**src/rtl/vga_timing_gen_if.sv**
```systemverilog
// Raster timing bundle: the pixel enable going into the generator and the
// registered sync, position and marker outputs going to the pixel source and connector.
interface vga_timing_gen_if #(
  parameter int COL_W = 10,
  parameter int ROW_W = 10
);
  logic             CE;
  logic             H_pulse;
  logic             V_pulse;
  logic             ACTIVE;
  logic [COL_W-1:0] COL;
  logic [ROW_W-1:0] ROW;
  logic             LINE_START;
  logic             FRAME_START;

  // CE is a qualifier, not a handshake: the generator advances one pixel on
  // every clock where CE=1, and all outputs are valid every clock.
  modport master (
    input  CE,
    output H_pulse, V_pulse, ACTIVE, COL, ROW, LINE_START, FRAME_START
  );

  modport slave (
    output CE,
    input  H_pulse, V_pulse, ACTIVE, COL, ROW, LINE_START, FRAME_START
  );
endinterface

```
**src/rtl/vga_timing_gen.sv**
```systemverilog
// Parametrised raster timing generator: pixel/line counters advanced by a pixel
// enable, with every sync and marker output registered alongside the position.
module vga_timing_gen #(
  parameter int H_ACTIVE = 640,
  parameter int H_FP     = 16,
  parameter int H_SYNC   = 96,
  parameter int H_BP     = 48,
  parameter int V_ACTIVE = 480,
  parameter int V_FP     = 10,
  parameter int V_SYNC   = 2,
  parameter int V_BP     = 33,
  parameter bit H_POL    = 1'b0,
  parameter bit V_POL    = 1'b0,
  parameter int COL_W    = 10,
  parameter int ROW_W    = 10
) (
  input  logic             CLK,
  input  logic             RST,
  vga_timing_gen_if.master vga
);

  localparam int H_TOTAL = H_ACTIVE + H_FP + H_SYNC + H_BP;
  localparam int V_TOTAL = V_ACTIVE + V_FP + V_SYNC + V_BP;

  // Compare constants carry one extra bit so a sync region ending exactly at
  // 2^COL_W (zero back porch, full-width counter) does not wrap to zero.
  localparam logic [COL_W:0] H_LAST      = (COL_W+1)'(H_TOTAL - 1);
  localparam logic [COL_W:0] H_ACT_END   = (COL_W+1)'(H_ACTIVE);
  localparam logic [COL_W:0] H_SYNC_BEG  = (COL_W+1)'(H_ACTIVE + H_FP);
  localparam logic [COL_W:0] H_SYNC_END  = (COL_W+1)'(H_ACTIVE + H_FP + H_SYNC);
  localparam logic [ROW_W:0] V_LAST      = (ROW_W+1)'(V_TOTAL - 1);
  localparam logic [ROW_W:0] V_ACT_END   = (ROW_W+1)'(V_ACTIVE);
  localparam logic [ROW_W:0] V_SYNC_BEG  = (ROW_W+1)'(V_ACTIVE + V_FP);
  localparam logic [ROW_W:0] V_SYNC_END  = (ROW_W+1)'(V_ACTIVE + V_FP + V_SYNC);

  logic [COL_W-1:0] col_nxt;
  logic [ROW_W-1:0] row_nxt;
  logic [COL_W:0]   col_x;
  logic [ROW_W:0]   row_x;
  logic             h_in_sync;
  logic             v_in_sync;
  logic             in_active;

  always_comb begin
    col_nxt = vga.COL;
    row_nxt = vga.ROW;
    if (vga.CE) begin
      if ({1'b0, vga.COL} < H_LAST) begin
        col_nxt = vga.COL + 1'b1;
      end else begin
        col_nxt = '0;
        if ({1'b0, vga.ROW} < V_LAST) row_nxt = vga.ROW + 1'b1;
        else                          row_nxt = '0;
      end
    end
  end

  // Flags are decoded from the next position so they land in the same
  // register stage as COL/ROW and never lag the position by a cycle.
  always_comb begin
    col_x     = {1'b0, col_nxt};
    row_x     = {1'b0, row_nxt};
    h_in_sync = (col_x >= H_SYNC_BEG) && (col_x < H_SYNC_END);
    v_in_sync = (row_x >= V_SYNC_BEG) && (row_x < V_SYNC_END);
    in_active = (col_x < H_ACT_END) && (row_x < V_ACT_END);
  end

  always_ff @(posedge CLK) begin
    if (RST) begin
      vga.COL         <= '0;
      vga.ROW         <= '0;
      vga.H_pulse     <= ~H_POL;
      vga.V_pulse     <= ~V_POL;
      vga.ACTIVE      <= 1'b1;
      vga.LINE_START  <= 1'b1;
      vga.FRAME_START <= 1'b1;
    end else begin
      vga.COL         <= col_nxt;
      vga.ROW         <= row_nxt;
      vga.H_pulse     <= h_in_sync ? H_POL : ~H_POL;
      vga.V_pulse     <= v_in_sync ? V_POL : ~V_POL;
      vga.ACTIVE      <= in_active;
      vga.LINE_START  <= (col_nxt == '0);
      vga.FRAME_START <= (col_nxt == '0) && (row_nxt == '0);
    end
  end

endmodule

```
**src/flat_wrapper.sv**
```systemverilog
// flat-port wrapper written by rule: the top's interface ports become plain ports
module vga_timing_gen_flat 
#(
  parameter int H_ACTIVE = 640,
  parameter int H_FP     = 16,
  parameter int H_SYNC   = 96,
  parameter int H_BP     = 48,
  parameter int V_ACTIVE = 480,
  parameter int V_FP     = 10,
  parameter int V_SYNC   = 2,
  parameter int V_BP     = 33,
  parameter bit H_POL    = 1'b0,
  parameter bit V_POL    = 1'b0,
  parameter int COL_W    = 10,
  parameter int ROW_W    = 10
)
  (CLK, RST, vga_CE, vga_H_pulse, vga_V_pulse, vga_ACTIVE, vga_COL, vga_ROW, vga_LINE_START, vga_FRAME_START);
  vga_timing_gen_if #(.COL_W(COL_W), .ROW_W(ROW_W)) vga_i ();
  input  logic CLK;
  input  logic RST;
  input wire logic [$bits(vga_i.CE)-1:0] vga_CE;
  output wire logic [$bits(vga_i.H_pulse)-1:0] vga_H_pulse;
  output wire logic [$bits(vga_i.V_pulse)-1:0] vga_V_pulse;
  output wire logic [$bits(vga_i.ACTIVE)-1:0] vga_ACTIVE;
  output wire logic [$bits(vga_i.COL)-1:0] vga_COL;
  output wire logic [$bits(vga_i.ROW)-1:0] vga_ROW;
  output wire logic [$bits(vga_i.LINE_START)-1:0] vga_LINE_START;
  output wire logic [$bits(vga_i.FRAME_START)-1:0] vga_FRAME_START;
  assign vga_i.CE = vga_CE;
  assign vga_H_pulse = vga_i.H_pulse;
  assign vga_V_pulse = vga_i.V_pulse;
  assign vga_ACTIVE = vga_i.ACTIVE;
  assign vga_COL = vga_i.COL;
  assign vga_ROW = vga_i.ROW;
  assign vga_LINE_START = vga_i.LINE_START;
  assign vga_FRAME_START = vga_i.FRAME_START;
  vga_timing_gen #(.H_ACTIVE(H_ACTIVE), .H_FP(H_FP), .H_SYNC(H_SYNC), .H_BP(H_BP), .V_ACTIVE(V_ACTIVE), .V_FP(V_FP), .V_SYNC(V_SYNC), .V_BP(V_BP), .H_POL(H_POL), .V_POL(V_POL), .COL_W(COL_W), .ROW_W(ROW_W)) u_core (.CLK(CLK), .RST(RST), .vga(vga_i));
endmodule
```
**config.mk**
```make
export PLATFORM = sky130hd
export DESIGN_NAME = vga_timing_gen_flat
export DESIGN_NICKNAME = d
export VERILOG_FILES = /design/src/rtl/vga_timing_gen_if.sv /design/src/rtl/vga_timing_gen.sv /design/src/flat_wrapper.sv
export SDC_FILE = /design/constraint.sdc
export NUM_CORES = 1
export LEC_CHECK = 0
export BUFFER_PORTS_ARGS = -buffer_cell sky130_fd_sc_hd__buf_4
export CORE_AREA = 5 5 71 73
export CTS_BUF_LIST = sky130_fd_sc_hd__clkbuf_8
export DETAILED_ROUTE_END_ITERATION = 12
export DIE_AREA = 0 0 76 78
export MAX_ROUTING_LAYER = met4
export PLACE_DENSITY = 0.6
export RECOVER_POWER = 100
export SYNTH_ARGS = -nofsm -noshare
export SYNTH_HDL_FRONTEND = slang
export SYNTH_SLANG_ARGS = --single-unit
export TNS_END_PERCENT = 100
```
**constraint.sdc**
```tcl
create_clock -name CLK -period 6.1 [get_ports CLK]
set_input_delay 1.83 -clock CLK [delete_from_list [all_inputs] [get_ports CLK]]
set_output_delay 1.83 -clock CLK [all_outputs]
set_load 0.05 [all_outputs]
```
==> impl_metrics.py <==
metrics = {
    "outcome": {
        "status": "finished clean",
    },
    "global_routing": {
        "grtUsageMet2_pct": 19.35,
        "gr-usage-met1_pct": 17.87,
        "grt_pass1_vias": 1301,
        "busiest_layer": "met2",
        "grt_overflow": 0,
        "grt_first_pass_wirelength_microns": 6341,
        "track_usage_pct": 13.03,
        "grt_max_degree": 23,
        "grt_use_met3_pct": 2.199,
        "antenna_found_initial": 0,
    },
    "drt": {
        "wl_microns": 3833,
        "vias_per_cell": 5.689,
        "ant_nets": 0,
        "first_pass_iters": 4,
        "drc": 0,
        "wl_per_cell_microns": 15.27,
        "num_vias": 1428,
        "drt_iter0_drc": 147,
    },
    "finish": {
        "area_delta_synth_final_pct": 11.44,
        "final_common_cell": "clkbuf_1",
        "drive_above_1_share_pct": 7.538,
        "layout.nets": 205,
        "final_cell_mix": "clkbuf_1 (26), dfxtp_1 (25), nor2_1 (23), nand2_1 (13), nor3_1 (10)",
        "n_antenna_cell": 0,
    },
    "place": {
        "place_congestion": 0.8259,
        "io_buffers": 27,
        "place_hpwl_microns": 2747,
    },
    "worst_setup_path": {
        "cp_max_fo": 14,
        "start_kind": "input port",
        "crit_arrival_ns": 4.39,
        "worst-r2r-cell-count": 7,
        "rrSetupSlack_ns": 2.52,
        "r2r_start": "u_core.vga.COL[0]",
        "cp_slowest_cell": "nor2_1",
        "worstSetupPathType": "in -> reg",
        "worst-path-buf-inv": 1,
        "cp.required_ns": 6.25,
        "timing.rr.end": "u_core.vga.FRAME_START",
        "critPathCaptureType": "flip-flop",
        "worstPathCellList": "clkbuf_1, and3_1, o21ai_0, nor2_1, a22o_2, nand4_1, or4_1",
        "path_delay_family": "simple AND/OR/NAND/NOR gates",
        "slowest_delay_ns": 0.56,
    },
    "logic_synthesis": {
        "yosysWarnings": 0,
        "async_flop_share_pct": 0,
        "synth_compound_area_share_pct": 21.61,
        "ys.flop_type": "dfxtp_1",
        "synthDistinctLibCells": 53,
        "synth_adder_area_share_pct": 1.695,
        "synth_edf_count": 0,
        "synth_seq_cells": 25,
        "syn_avg_cell_area_sq_um": 8.341,
        "synth_nets": 182,
        "netlist_area_sq_um": 1476,
        "yosys.area_share.xor_xnor_pct": 5.339,
        "muxShareOfSynthArea_pct": 2.119,
        "synth_top_family_by_area": "simple AND/OR/NAND/NOR gates",
        "ys_seq_area_share_pct": 33.90,
        "netlist_instances": 177,
        "synth-simple-area-share_pct": 31.95,
    },
    "min_path": {
        "hold_class": "reg -> reg",
        "hp-start": "u_core.vga.COL[1]",
        "hold_depth": 2,
        "holdPathEnd": "u_core.vga.COL[1]",
    },
    "clock_tree": {
        "path_clk_slew_ns": 0.09,
        "insertion_delay_ns": 0.27,
        "post_cts_buffers": 0,
        "clk_path_buf_depth": 2,
        "cts_root_buf": "clkbuf_8",
        "cts_buffers": 3,
        "cts_resized": 0,
        "cts_hold_buf": 0,
        "cts_tree": "yes",
        "cts.sinks": 25,
        "cts_max_level": 1,
    },
    "run": {
        "cap_violations": 0,
    },
    "floorplan": {
        "rows": 24,
        "die_h_microns": 78,
        "die_w_microns": 76,
        "die-area_sq_um": 5928,
        "core_area_sq_um": 4294,
        "ios": 28,
        "start_util_pct": 34.38,
    },
    "power": {
        "power_density_nw_per_um2": 180.1,
        "peakVddDrop_v": 0.00008864,
        "p_leak_nw": 0.5774,
    },
    "timing": {
        "timing.final.crit_share_pct": 69.45,
        "fmax_ghz": 0.2361,
        "rsz0062_at_grt": "no",
        "fin_hold_ws_ns": 0.5322,
        "slew_viol_final": 0,
        "max_slew_margin_pct": 2.851,
        "period_minus_slack_ns": 4.236,
        "setup_viol": 0,
        "worst_clock_skew_ns": 0.001289,
        "tightest_slew_ns": 1.442,
        "setup_tns_ns": 0,
        "hold_viol": 0,
    },
}
==> sequential cells by signal, indices dropped and copies added (netlist names) <==
register and count:
u_core.vga.ACTIVE 1, u_core.vga.COL 10, u_core.vga.FRAME_START 1, u_core.vga.H_pulse 1
u_core.vga.LINE_START 1, u_core.vga.ROW 10, u_core.vga.V_pulse 1
==> worst max path at each step <==
| stage | from | cells after the start | endpoint | slack, ns |
|---|---|---|---|---|
| finish | vga_CE | 7 | u_core.vga.V_pulse | 1.86 |
| global route | vga_CE | 7 | u_core.vga.V_pulse | 1.61 |
| CTS | vga_CE | 7 | u_core.vga.V_pulse | 2.49 |
| global placement | vga_CE | 7 | u_core.vga.V_pulse | 2.30 |
| floorplan | vga_CE | 6 | u_core.vga.FRAME_START | 2.68 |
| detailed placement | vga_CE | 7 | u_core.vga.V_pulse | 2.19 |
==> metrics by stage <==
stage	area, sq um	setup slack (ns)	total power [mW]	util [%]	std cells
floorplan	1476	2.676	0.1935	-	177
global placement	1705	2.297	0.2024	39.71	247
detailed placement	1705	2.191	0.2023	39.71	247
CTS	1754	2.485	0.3042	40.85	251
global route	1645	1.615	0.3092	38.32	251
finish	1645	1.864	0.2963	38.32	251
==> worst min-delay path, cell delays in order, from the launching register on <==
cell and delay (ns):
dfxtp_1 0.36, nand2b_1 0.08, a21oi_1 0.05
==> kinds of logic after synthesis <==
group / after synthesis
simple gates: 86
fa+ha+maj: 2
buf+inv: 12
xor+xnor: 9
compound gates: 40
mux: 3
flops: 25
==> layout make-up <==
class	instances	area, sq um
Inverter	3	11.26
Clock inverter	1	7.507
Sequential cell	25	500.5
Tap cell	52	65.06
Multi-Input combinational cell	140	914.6
Clock buffer	3	41.29
Fill cell	493	2649
Timing Repair Buffer	27	105.1
==> report_power, final <==
group	leakage (nW)	switching (mW)	internal [mW]
logic	0.353	0.0192	0.00681
registers	0.203	0.00372	0.166
clock network	0.0217	0.0544	0.0463
==> synthesized netlist by cell type (all sizes together), types with 2 or more instances <==
cell type | number | area (sq um)
dfxtp | 25 | 500.5
nor2 | 23 | 93.84
nand2 | 13 | 48.80
nor3 | 11 | 60.06
o21ai | 9 | 48.79
and3 | 7 | 43.79
nand4 | 7 | 43.79
a21oi | 6 | 30.03
clkbuf | 5 | 18.77
nand3 | 5 | 25.02
xor2 | 5 | 43.79
buf | 4 | 20.02
xnor2 | 4 | 35.03
and2 | 3 | 18.77
and4 | 3 | 26.28
inv | 3 | 11.26
nand3b | 3 | 22.52
o2111ai | 3 | 26.28
or4 | 3 | 26.27
a22oi | 2 | 15.01
a32oi | 2 | 17.52
ha | 2 | 25.02
mux2i | 2 | 20.02
nand2b | 2 | 12.51
nand4b | 2 | 17.52
o31ai | 2 | 28.78
==> per-layer routing <==
| metal | vias to the layer above | wire, microns |
|---|---|---|
| li1 | 712 | - |
| met1 | 668 | 1823 |
| met2 | 44 | 1694 |
| met3 | 4 | 268 |
| met4 | 0 | 46 |
| met5 | - | 0 |
Power figures use the tool's default switching activity.
